==> config.mk <==
export PLATFORM = sky130hd
export DESIGN_NAME = vga_timing_gen
export DESIGN_NICKNAME = d
export VERILOG_FILES = /design/src/rtl/vga_timing_gen.sv
export SDC_FILE = /design/constraint.sdc
export NUM_CORES = 1
export LEC_CHECK = 0
export CORE_MARGIN = 8
export CORE_UTILIZATION = 30
export CTS_CLUSTER_SIZE = 28
export DETAILED_ROUTE_END_ITERATION = 8
export PLACE_DENSITY_LB_ADDON = 0.3
export SYNTH_ARGS = -nofsm -noshare
export SYNTH_HDL_FRONTEND = slang
export SYNTH_SLANG_ARGS = --single-unit
export TNS_END_PERCENT = 30
==> constraint.sdc <==
create_clock -name vga_clock -period 3.9 [get_ports vga_clock]
set_input_delay 0.585 -clock vga_clock [delete_from_list [all_inputs] [get_ports vga_clock]]
set_output_delay 0.585 -clock vga_clock [all_outputs]
set_load 0.05 [all_outputs]
==> src/rtl/vga_timing_gen.sv <==
// Parametrised VGA raster timing: counts, syncs, display flags, active-area coordinates, line/frame strobes.
// Every output is registered from the next-state counts, so all outputs match hcount/vcount in the same cycle.
module vga_timing_gen #(
  parameter int H_SYNC            = 96,
  parameter int H_BACK            = 48,
  parameter int H_ACTIVE          = 640,
  parameter int H_FRONT           = 16,
  parameter int V_SYNC            = 2,
  parameter int V_BACK            = 33,
  parameter int V_ACTIVE          = 480,
  parameter int V_FRONT           = 10,
  parameter int HSYNC_ACTIVE_HIGH = 1,
  parameter int VSYNC_ACTIVE_HIGH = 1,
  parameter int CW                = 10,
  parameter int FRAME_W           = 8
) (
  input  logic               vga_clock,
  input  logic               reset,
  input  logic               enable,
  output logic [CW-1:0]      hcount,
  output logic [CW-1:0]      vcount,
  output logic               hsync,
  output logic               vsync,
  output logic               at_display_area,
  output logic [CW-1:0]      x,
  output logic [CW-1:0]      y,
  output logic               line_start,
  output logic               frame_start,
  output logic [FRAME_W-1:0] frame_count
);

  localparam int H_TOTAL   = H_SYNC + H_BACK + H_ACTIVE + H_FRONT;
  localparam int V_TOTAL   = V_SYNC + V_BACK + V_ACTIVE + V_FRONT;
  localparam int H_ACT_LO  = H_SYNC + H_BACK;
  localparam int H_ACT_HI  = H_SYNC + H_BACK + H_ACTIVE;
  localparam int V_ACT_LO  = V_SYNC + V_BACK;
  localparam int V_ACT_HI  = V_SYNC + V_BACK + V_ACTIVE;
  localparam logic [CW-1:0] H_LAST = CW'(H_TOTAL - 1);
  localparam logic [CW-1:0] V_LAST = CW'(V_TOTAL - 1);
  localparam logic HS_ON = (HSYNC_ACTIVE_HIGH != 0);
  localparam logic VS_ON = (VSYNC_ACTIVE_HIGH != 0);

  if (longint'(H_TOTAL) > (longint'(1) << CW)) begin : g_h_chk
    $error("vga_timing_gen: H_TOTAL does not fit in CW bits");
  end
  if (longint'(V_TOTAL) > (longint'(1) << CW)) begin : g_v_chk
    $error("vga_timing_gen: V_TOTAL does not fit in CW bits");
  end

  logic [CW-1:0]      r_hcount;
  logic [CW-1:0]      r_vcount;
  logic               r_hsync;
  logic               r_vsync;
  logic               r_disp;
  logic [CW-1:0]      r_x;
  logic [CW-1:0]      r_y;
  logic               r_line_start;
  logic               r_frame_start;
  logic [FRAME_W-1:0] r_frame_count;

  logic               w_h_wrap;
  logic               w_f_wrap;
  logic [CW-1:0]      w_hnext;
  logic [CW-1:0]      w_vnext;
  logic               w_h_act;
  logic               w_v_act;
  logic               w_disp;

  // vcount only moves on the hcount wrap, so it can never wrap mid-line
  assign w_h_wrap = (r_hcount == H_LAST);
  assign w_f_wrap = w_h_wrap && (r_vcount == V_LAST);
  assign w_hnext  = w_h_wrap ? '0 : r_hcount + 1'b1;
  assign w_vnext  = w_f_wrap ? '0 : (w_h_wrap ? r_vcount + 1'b1 : r_vcount);

  assign w_h_act  = (int'(w_hnext) >= H_ACT_LO) && (int'(w_hnext) < H_ACT_HI);
  assign w_v_act  = (int'(w_vnext) >= V_ACT_LO) && (int'(w_vnext) < V_ACT_HI);
  assign w_disp   = w_h_act && w_v_act;

  always_ff @(posedge vga_clock) begin
    if (reset) begin
      r_hcount      <= '0;
      r_vcount      <= '0;
      r_hsync       <= HS_ON;
      r_vsync       <= VS_ON;
      r_disp        <= 1'b0;
      r_x           <= '0;
      r_y           <= '0;
      r_line_start  <= 1'b0;
      r_frame_start <= 1'b0;
      r_frame_count <= '0;
    end else if (enable) begin
      r_hcount      <= w_hnext;
      r_vcount      <= w_vnext;
      r_hsync       <= (int'(w_hnext) < H_SYNC) ? HS_ON : ~HS_ON;
      r_vsync       <= (int'(w_vnext) < V_SYNC) ? VS_ON : ~VS_ON;
      r_disp        <= w_disp;
      r_x           <= w_disp ? w_hnext - CW'(H_ACT_LO) : '0;
      r_y           <= w_disp ? w_vnext - CW'(V_ACT_LO) : '0;
      r_line_start  <= w_h_wrap;
      r_frame_start <= w_f_wrap;
      if (w_f_wrap) begin
        r_frame_count <= r_frame_count + 1'b1;
      end
    end else begin
      // strobes must not stretch across stalled cycles
      r_line_start  <= 1'b0;
      r_frame_start <= 1'b0;
    end
  end

  assign hcount          = r_hcount;
  assign vcount          = r_vcount;
  assign hsync           = r_hsync;
  assign vsync           = r_vsync;
  assign at_display_area = r_disp;
  assign x               = r_x;
  assign y               = r_y;
  assign line_start      = r_line_start;
  assign frame_start     = r_frame_start;
  assign frame_count     = r_frame_count;

endmodule

# Word level (Yosys, flattened, before mapping)
# Cells that the tools add are included.
# totals
ram_bits	0
word_cells	37
latchBits	0
rom_bits	0
inputBits	3
reg_bits	53
n_memories	0
# classes
n_mul	0
n_shift	0
eq_ne	2
div	0
reduce_logical	6
add_sub_neg	5
n_bitwise	1
magnitude_cmp	6
n_mux	7
# ops
operator	n
$mux 10	5
$add 10x1->10 const B	2
$eq 10x10->1 const B	2
$lt 10x10->1 const B	2
$ge 10x6->1 const B	1
$ge 10x8->1 const B	1
$lt 10x2->1 const B	1
$lt 10x7->1 const B	1
$sub 10x6->10 const B	1
$sub 10x8->10 const B	1
$add 8x1->8 const B	1
$logic_and 1x1->1	4
$mux 1	2
$reduce_and 2->1	1
$reduce_or 2->1	1
$not 1->1	1

# Logic depth before layout (Yosys ltp)
# Gate-level depths: netlist of run 1.
# depth
depth_word	7
mapped_depth	16
depth_no_buf	13

# Worst setup path after synthesis of run 1
# OpenSTA, ideal clock, no wires.
# synth_path
path_kind	flip-flop to flip-flop
startpoint	register r_hcount[1] (netlist: hcount[1])
endpoint	register r_x[4] (netlist: x[4])
setup_ns	0.117
path_buffers	3
slack_ns	0.241
path_stages_with_launch	14
t_arrival_ns	3.542
synth_period_minus_slack_ns	3.659
path_cell_list	dfxtp_1 ha_1 and4_1 buf_2 nand3_1 buf_2 a22oi_1 inv_1 ha_1 a211o_1 a211o_1 mux2_2 buf_6 a32o_1
# synth_between
elab_chain_len	7
word_cells_on_any_way	15
classes_between	add/sub (2); order compare (4); eq/ne (1); mux (4); reduce/logical (4)
# synth_lines
element	line	text
start: declaration	50	logic [CW-1:0] r_hcount;
start signal: assignment	92	r_hcount <= w_hnext;
$eq 10x10->1 (*)	70	assign w_h_wrap = (r_hcount == H_LAST);
$mux 10 or $logic_and 1x1->1 (tied branches)	73, 71	
$mux 10 (*)	73	assign w_vnext = w_f_wrap ? '0 : (w_h_wrap ? r_vcount + 1'b1 : r_vcount);
via w_vnext[1]	64	logic [CW-1:0] w_vnext;
$ge 10x6->1 or $lt 10x10->1 (tied branches)	76	assign w_v_act = (int'(w_vnext) >= V_ACT_LO) && (int'(w_vnext) < V_ACT_HI);
$logic_and 1x1->1 (*)	76	
$logic_and 1x1->1 (*)	77	assign w_disp = w_h_act && w_v_act;
$mux 10 (*)	97	r_x <= w_disp ? w_hnext - CW'(H_ACT_LO) : '0;
end signal: assignment	97	
end: declaration	55	logic [CW-1:0] r_x;
# The timed path passes the listed nets; every way through them passes the cells marked *.
# A chain may end at the register's enable or synchronous reset.

# Final worst setup path of run 1
# layout_path
startpoint	register r_vcount[0] (netlist: vcount[0])
endpoint	register r_x[5] (netlist: x[5])
# layout_between
elab_chain_len	7
word_cells_on_any_way	10
classes_between	add/sub (1); order compare (2); eq/ne (1); mux (3); reduce/logical (3)
# layout_lines
element	line	text
start: declaration	51	logic [CW-1:0] r_vcount;
start signal: assignment	93	r_vcount <= w_vnext;
$add 10x1->10 or $eq 10x10->1 (tied branches)	73, 71	
$mux 10 or $logic_and 1x1->1 (tied branches)	73, 71	
$mux 10 (*)	73	
via w_vnext[1]	64	
$ge 10x6->1 or $lt 10x10->1 (tied branches)	76	
$logic_and 1x1->1 (*)	76	
$logic_and 1x1->1 (*)	77	
$mux 10 (*)	97	
# Marks and branches as above.

==> flow_metrics.env, run 1 <==
export IMPL_slew_viol_final=0
export IMPL_crit_start="vcount[0]"
export IMPL_synth_top_family_by_area="simple AND/OR/NAND/NOR gates"
export IMPL_finalNetCount=397
export IMPL_antenna_found_initial=0
export IMPL_drt_wl_total_um=8000
export IMPL_reg2reg_slack_ns=0.34
export IMPL_synthCells=341
export IMPL_vdd_drop_max_mv=0.135
export IMPL_grt_use_total_pct=12.5
export IMPL_grt_max_degree=26
export IMPL_first_pass_iters=4
export IMPL_fill_cells=1054
export IMPL_insertion_delay_ns=0.31
export IMPL_fmax_ghz=0.281
export IMPL_setup_viol=0
export IMPL_min_period_ns=3.56
export IMPL_critical_path_class="register to register"
export IMPL_critPathArrivalTime_ns=3.77
export IMPL_antenna_left=0
export IMPL_min_path_type="register to register"
export IMPL_cts_buffers=5
export IMPL_place_gp_congestion=0.890
export IMPL_period_share_pct=91.2
export IMPL_status="finished clean"
export IMPL_dieArea_sq_mm=0.0130
export IMPL_portBuffers=55
export IMPL_r2r_end="x[5]"
export IMPL_r2r_start="vcount[0]"
export IMPL_drive_above_1_share_pct=5.93
export IMPL_syn_to_final_growth_pct=26.2
export IMPL_powerDensity_mw_per_mm2=278
export IMPL_synth_avg_cell_area_sq_um=8.48
export IMPL_start_util_pct=30.3
export IMPL_async_flop_share_pct=0
export IMPL_synth_xor_area_share_pct=10.0
export IMPL_num_rows=36
export IMPL_root_buffer="clkbuf_8"
export IMPL_grt_pass1_wl_um=13400
export IMPL_ys_ff_latch=53
export IMPL_tns_ns=0
export IMPL_die_height_um=114
export IMPL_cts_buffer_depth=2
export IMPL_viasPerCell=5.18
export IMPL_ff_latch_area_sq_mm=0.00106
export IMPL_synth_distinct_cells=50
export IMPL_synth_compound_area_share_pct=21.3
export IMPL_crit_required_ns=4.11
export IMPL_synth_edf_count=0
export IMPL_cts_tree="done"
export IMPL_min_delay_path_depth=1
export IMPL_critPathLaunchType="register"
export IMPL_cap_viol_max_count=0
export IMPL_vias=2698
export IMPL_overflow=0
export IMPL_dp_hpwl_um=5900
export IMPL_slew_headroom_pct=55.5
export IMPL_io_pins=56
export IMPL_seq_area_frac_synth_pct=36.7
export IMPL_tightestPinTransition_ns=0.661
export IMPL_synthAdderAreaFrac_pct=3.03
export IMPL_synth_area_sq_mm=0.00289
export IMPL_ys_flop_type="dfxtp_1"
export IMPL_core_area_sq_mm=0.00955
export IMPL_synth_simple_area_share_pct=21.7
export IMPL_grt_pass1_vias=2647
export IMPL_holdWs_ns=0.479
export IMPL_end_kind="register"
export IMPL_drt_first_iter_violations=106
export IMPL_remaining_drc_errors=0
export IMPL_htree_levels=2
export IMPL_multiInputGateArea_sq_mm=0.00167
export IMPL_worstSetupEndpoint="x[5]"
export IMPL_cts_hold_buf=0
export IMPL_crit_path_max_fanout=21
export IMPL_numClockSinks=53
export IMPL_finClkSkew_ns=0.0154
export IMPL_utilization_pct=38.2
export IMPL_rr_worst_depth=12
export IMPL_syn_num_nets=351
export IMPL_muxShareOfSynthArea_pct=1.43
export IMPL_rsz0062_at_grt="no"
export IMPL_hold_violations=0
export IMPL_die_x_um=114
export IMPL_yosysWarnings=0
export IMPL_p_leak_nw=1.34
export IMPL_clkTransAtPathRegs_ns=0.11
export IMPL_wl_per_cell_um=15.4
export IMPL_num_antenna_cells=0
-- registers in the layout (all words and copies together) (netlist names) --
register	flops
hcount	10
vcount	10
x	10
y	10
frame_count	8
at_display_area	1
frame_start	1
hsync	1
line_start	1
vsync	1
-- worst max-delay path, cell delays in order, from the launching register on --
cell and delay (ns):
dfxtp_1 0.42, inv_1 0.12, ha_1 0.16, nor4bb_1 0.35
and4_2 0.41, nor2_1 0.10, a22oi_1 0.26, inv_1 0.08
ha_1 0.26, a211o_1 0.29, a211o_1 0.29, mux2_2 0.43
a32o_1 0.30
-- logic make-up (layout without fill, tap and decap cells) --
family                     Yosys count  count (layout)
AOI/OAI and AO/OA                   83              83
buffers and inverters               38              85
and+or+nand+nor                    123             123
xor gates and xnor gates            33              33
DFF                                 53              53
adders and majority gates            7               7
muxes                                4               4
-- report_power, final --
part           leakage (nW)  internal (mW)  switching, mW
sequential            0.429          0.549         0.0145
combinational         0.861         0.0482         0.0857
clock                0.0456          0.129          0.189
total                  1.34          0.726          0.289
-- per-layer routing --
layer | GRT usage [%] | up-vias | wire length [um]
met5 | 0 | - | 0
met4 | 3.46 | 0 | 125
met3 | 3.85 | 11 | 538
met2 | 21.5 | 69 | 3870
met1 | 14.7 | 1290 | 3470
li1 | - | 1328 | -
-- layout by cell type (no fill, tap or decap), types with 4 or more instances in the layout --
| master | n |
|---|---|
| clkdlybuf4s50_1 | 55 |
| a31oi_1 | 4 |
| and3_1 | 7 |
| nor3_1 | 10 |
| dfxtp_1 | 53 |
| nand2_1 | 20 |
| inv_1 | 12 |
| nand4_1 | 6 |
| nand3_1 | 13 |
| a21oi_1 | 19 |
| nor2_1 | 38 |
| ha_1 | 7 |
| and2_1 | 4 |
| xor2_1 | 19 |
| a32o_1 | 19 |
| xnor2_1 | 14 |
| or3_1 | 8 |
| nor4_1 | 5 |
| buf_4 | 9 |
| a211oi_1 | 5 |
| o21ai_0 | 11 |
| clkbuf_8 | 5 |
-- cells in the mapped netlist, drive strengths merged, types with 2 or more instances --
| cell | n | area share [%] |
|---|---|---|
| dfxtp | 53 | 37 |
| and3 | 7 | 1.5 |
| nand3 | 13 | 2.3 |
| or2 | 3 | 0.65 |
| nor4 | 5 | 1.1 |
| nand4 | 6 | 1.3 |
| buf | 9 | 2.1 |
| and2 | 4 | 0.87 |
| a31oi | 4 | 0.87 |
| o21ai | 12 | 2.1 |
| a21oi | 19 | 3.3 |
| a32o | 19 | 6.6 |
| xnor2 | 14 | 4.2 |
| clkbuf | 16 | 2.1 |
| nand2 | 20 | 2.6 |
| a22oi | 2 | 0.52 |
| ha | 7 | 3.0 |
| inv | 12 | 1.6 |
| xor2 | 19 | 5.8 |
| nor2 | 38 | 4.9 |
| mux2i | 3 | 1.0 |
| a41oi | 2 | 0.61 |
| nor3 | 11 | 1.9 |
| or3 | 8 | 1.7 |
| and4 | 4 | 1.2 |
| a21o | 2 | 0.52 |
| a41o | 3 | 1.0 |
| a211o | 2 | 0.61 |
| a211oi | 5 | 1.3 |
| o211ai | 2 | 0.52 |
-- worst min path at each step --
stage                         start  slack (ns)         to
after global routing           y[1]        0.50       y[1]
after CTS                      y[1]        0.48       y[1]
final                          y[1]        0.48       y[1]
after global placement         y[4]        0.45       y[4]
after detailed placement       y[1]        0.46       y[1]
after floorplan           vcount[9]        0.73  vcount[9]
-- what timing repair did --
action,CTS,global route
endpoints found under the setup margin,0,6
gates resized for setup,0,1
buffers inserted,0,0
-- area by class of cell --
class / instances / area share [%]
Multi-Input combinational cell: 250 / 45.7
Sequential cell: 53 / 29.1
Timing Repair Buffer: 64 / 16.9
Clock inverter: 2 / 0.377
Clock buffer: 6 / 1.99
Inverter: 13 / 1.34
Tap cell: 133 / 4.56
-- metrics by stage --
step	cells	power, mW	cell area [sq um]	worst slack (ns)
after floorplan	341	0.667	2890	0.241
after global placement	513	0.709	3560	0.517
after detailed placement	513	0.711	3560	0.296
after CTS	521	1.03	3650	0.298
after global routing	521	1.06	3650	0.0587
final	521	1.01	3650	0.343
No activity file was read; power rests on OpenSTA's default activity.
==> inputs of run 2 (changes only) <==
--- a/config.mk
+++ b/config.mk
@@ -9,6 +9,7 @@
 export CORE_UTILIZATION = 30
 export CTS_CLUSTER_SIZE = 28
 export DETAILED_ROUTE_END_ITERATION = 8
+export GPL_ROUTABILITY_DRIVEN = 0
 export PLACE_DENSITY_LB_ADDON = 0.3
 export SYNTH_ARGS = -nofsm -noshare
 export SYNTH_HDL_FRONTEND = slang
==> results of run 2 <==
The final DEF is identical to that of run 1; final timing and power are the same.
==> inputs of run 3 (changes only) <==
--- a/config.mk
+++ b/config.mk
@@ -7,10 +7,11 @@
 export LEC_CHECK = 0
 export CORE_MARGIN = 8
 export CORE_UTILIZATION = 30
-export CTS_CLUSTER_SIZE = 28
+export CTS_CLUSTER_DIAMETER = 50
 export DETAILED_ROUTE_END_ITERATION = 8
 export GPL_ROUTABILITY_DRIVEN = 0
 export PLACE_DENSITY_LB_ADDON = 0.3
+export RECOVER_POWER = 100
 export SYNTH_ARGS = -nofsm -noshare
 export SYNTH_HDL_FRONTEND = slang
 export SYNTH_SLANG_ARGS = --single-unit
==> run 3 against run 2 <==
  * Worst setup slack better by 0.0098 ns
  * Highest routed layer unchanged
  * Non-clock buffer count unchanged
  * Utilization down 0.12 points
==> flow_metrics.env, run 3 (synthesis gave the netlist of run 1 again) <==
export IMPL_fill_cells=1058
export IMPL_slew_viol_final=0
export IMPL_min_period_ns=3.55
export IMPL_cap_viol_max_count=0
export IMPL_grt_use_total_pct=12.5
export IMPL_fin_total_pwr_mw=1.01
export IMPL_end_kind="register"
export IMPL_core_area_sq_mm=0.00955
export IMPL_period_share_pct=90.9
export IMPL_p_leak_nw=1.50
export IMPL_hold_violations=0
export IMPL_crit_path_max_fanout=21
export IMPL_num_rows=36
export IMPL_setup_viol=0
export IMPL_grt_pass1_vias=2647
export IMPL_finalNetCount=397
export IMPL_overflow=0
export IMPL_die_height_um=114
export IMPL_grt_max_degree=26
export IMPL_critPathTopFamily="compound AO/OA/AOI/OAI gates"
export IMPL_drive_above_1_share_pct=5.15
export IMPL_dieArea_sq_mm=0.0130
export IMPL_powerDensity_mw_per_mm2=278
export IMPL_num_antenna_cells=0
export IMPL_mostFrequentLayoutCells="dlygate4sd3_1, dfxtp_1, nor2_1, nand2_1"
export IMPL_wl_per_cell_um=15.3
export IMPL_slowest_delay_ns=0.43
export IMPL_drt_wl_total_um=7960
export IMPL_cts_buffers=5
export IMPL_reg2reg_slack_ns=0.35
export IMPL_vias=2685
export IMPL_tightestPinTransition_ns=1.21
export IMPL_finClkSkew_ns=0.0150
export IMPL_final_instance_count_excl_fill=521
export IMPL_switchingPower_mw=0.289
export IMPL_dp_cells=513
export IMPL_dp_hpwl_um=5900
export IMPL_critical_path_class="register to register"
export IMPL_utilization_pct=38.1
export IMPL_rsz0062_at_grt="no"
export IMPL_crit_required_ns=4.12
export IMPL_grt_pass1_wl_um=13400
export IMPL_cp_slowest_cell="mux2_2"
export IMPL_io_pins=56
export IMPL_min_path_type="register to register"
export IMPL_p_comb_share_pct=12.8
export IMPL_htree_levels=2
export IMPL_p_seq_share_pct=55.7
export IMPL_portBuffers=55
export IMPL_post_cts_buffers=0
export IMPL_die_x_um=114
export IMPL_cts_tree="done"
export IMPL_internal_power_mw=0.722
export IMPL_antenna_found_initial=0
export IMPL_p_sw_share_pct=28.6
export IMPL_critPathArrivalTime_ns=3.76
export IMPL_critPathLaunchType="register"
export IMPL_layout_commonest_cell="dlygate4sd3_1"
export IMPL_insertion_delay_ns=0.31
export IMPL_worstPathCellList="inv_1, ha_1, nor4bb_1, and4_2, nor2_1, a22oi_1, inv_1, ha_1, a211o_1, a211o_1, mux2_2, a32o_1"
export IMPL_slew_headroom_pct=19.2
export IMPL_root_buffer="clkbuf_8"
export IMPL_fmax_ghz=0.282
export IMPL_numClockSinks=53
export IMPL_vdd_drop_max_mv=0.137
export IMPL_drt_first_iter_violations=98
export IMPL_syn_to_final_growth_pct=25.8
export IMPL_antenna_left=0
export IMPL_remaining_drc_errors=0
export IMPL_status="finished clean"
export IMPL_cts_buffer_depth=2
export IMPL_viasPerCell=5.15
export IMPL_clkTransAtPathRegs_ns=0.11
export IMPL_cp_num_buf_inv=2
export IMPL_pwr_share_clk_pct=31.5
export IMPL_tns_ns=0
export IMPL_first_pass_iters=4
export IMPL_start_util_pct=30.3
[run 3: cell count changes in the layout (fill, tap and decap cells not counted)]
cell,change
clkdlybuf4s50_1,-54
buf_4,-3
dlygate4sd3_1,+54
clkbuf_1,+3
[run 3: power by group through the flow]
stage / sequential [mW] / clock [mW] / combinational [mW]
CTS: 0.564 / 0.333 / 0.135
floorplan: 0.599 / 0 / 0.0680
global placement: 0.576 / 0 / 0.133
detailed placement: 0.576 / 0 / 0.134
finish: 0.563 / 0.319 / 0.130
global route: 0.566 / 0.354 / 0.141
[run 3: per-stage QoR]
stage / instance area [sq um] / setup slack [ns] / hold slack (ns)
finish: 3640 / 0.353 / 0.474
global route: 3640 / 0.0614 / 0.494
CTS: 3650 / 0.298 / 0.484
detailed placement: 3560 / 0.296 / 0.457
global placement: 3560 / 0.517 / 0.453
floorplan: 2890 / 0.241 / 0.731
[run 3: what timing repair did]
item                                    4_1_cts  5_1_grt
gates resized for setup                       0        1
hold endpoints to repair                      0        0
endpoints found under the setup margin        0        6
hold buffers                                  0        0
[run 3: final timing paths]
kind,to,cells after the start,from
worst max register to register,x[5],12,vcount[0]
worst max-delay path,x[5],12,vcount[0]
worst min register to register,y[1],1,y[1]
worst min-delay path,y[1],1,y[1]
[run 3: layout make-up]
cell class	instances	area [sq um]	share of cell area, %
timing repair buffer	64	607	16.7
sequential	53	1060	29.2
tap	133	166	4.58
clock inverter	2	13.8	0.379
multi-input combinational	250	1670	45.8
inverter	13	48.8	1.34
clock buffer	6	72.6	2.00
[run 3: layer usage]
layer | vias to the layer above | GRT usage (%) | wire (um)
li1 | 1331 | - | -
met1 | 1282 | 14.7 | 3420
met2 | 61 | 21.5 | 3890
met3 | 11 | 3.85 | 527
met4 | 0 | 3.46 | 125
met5 | - | 0 | 0
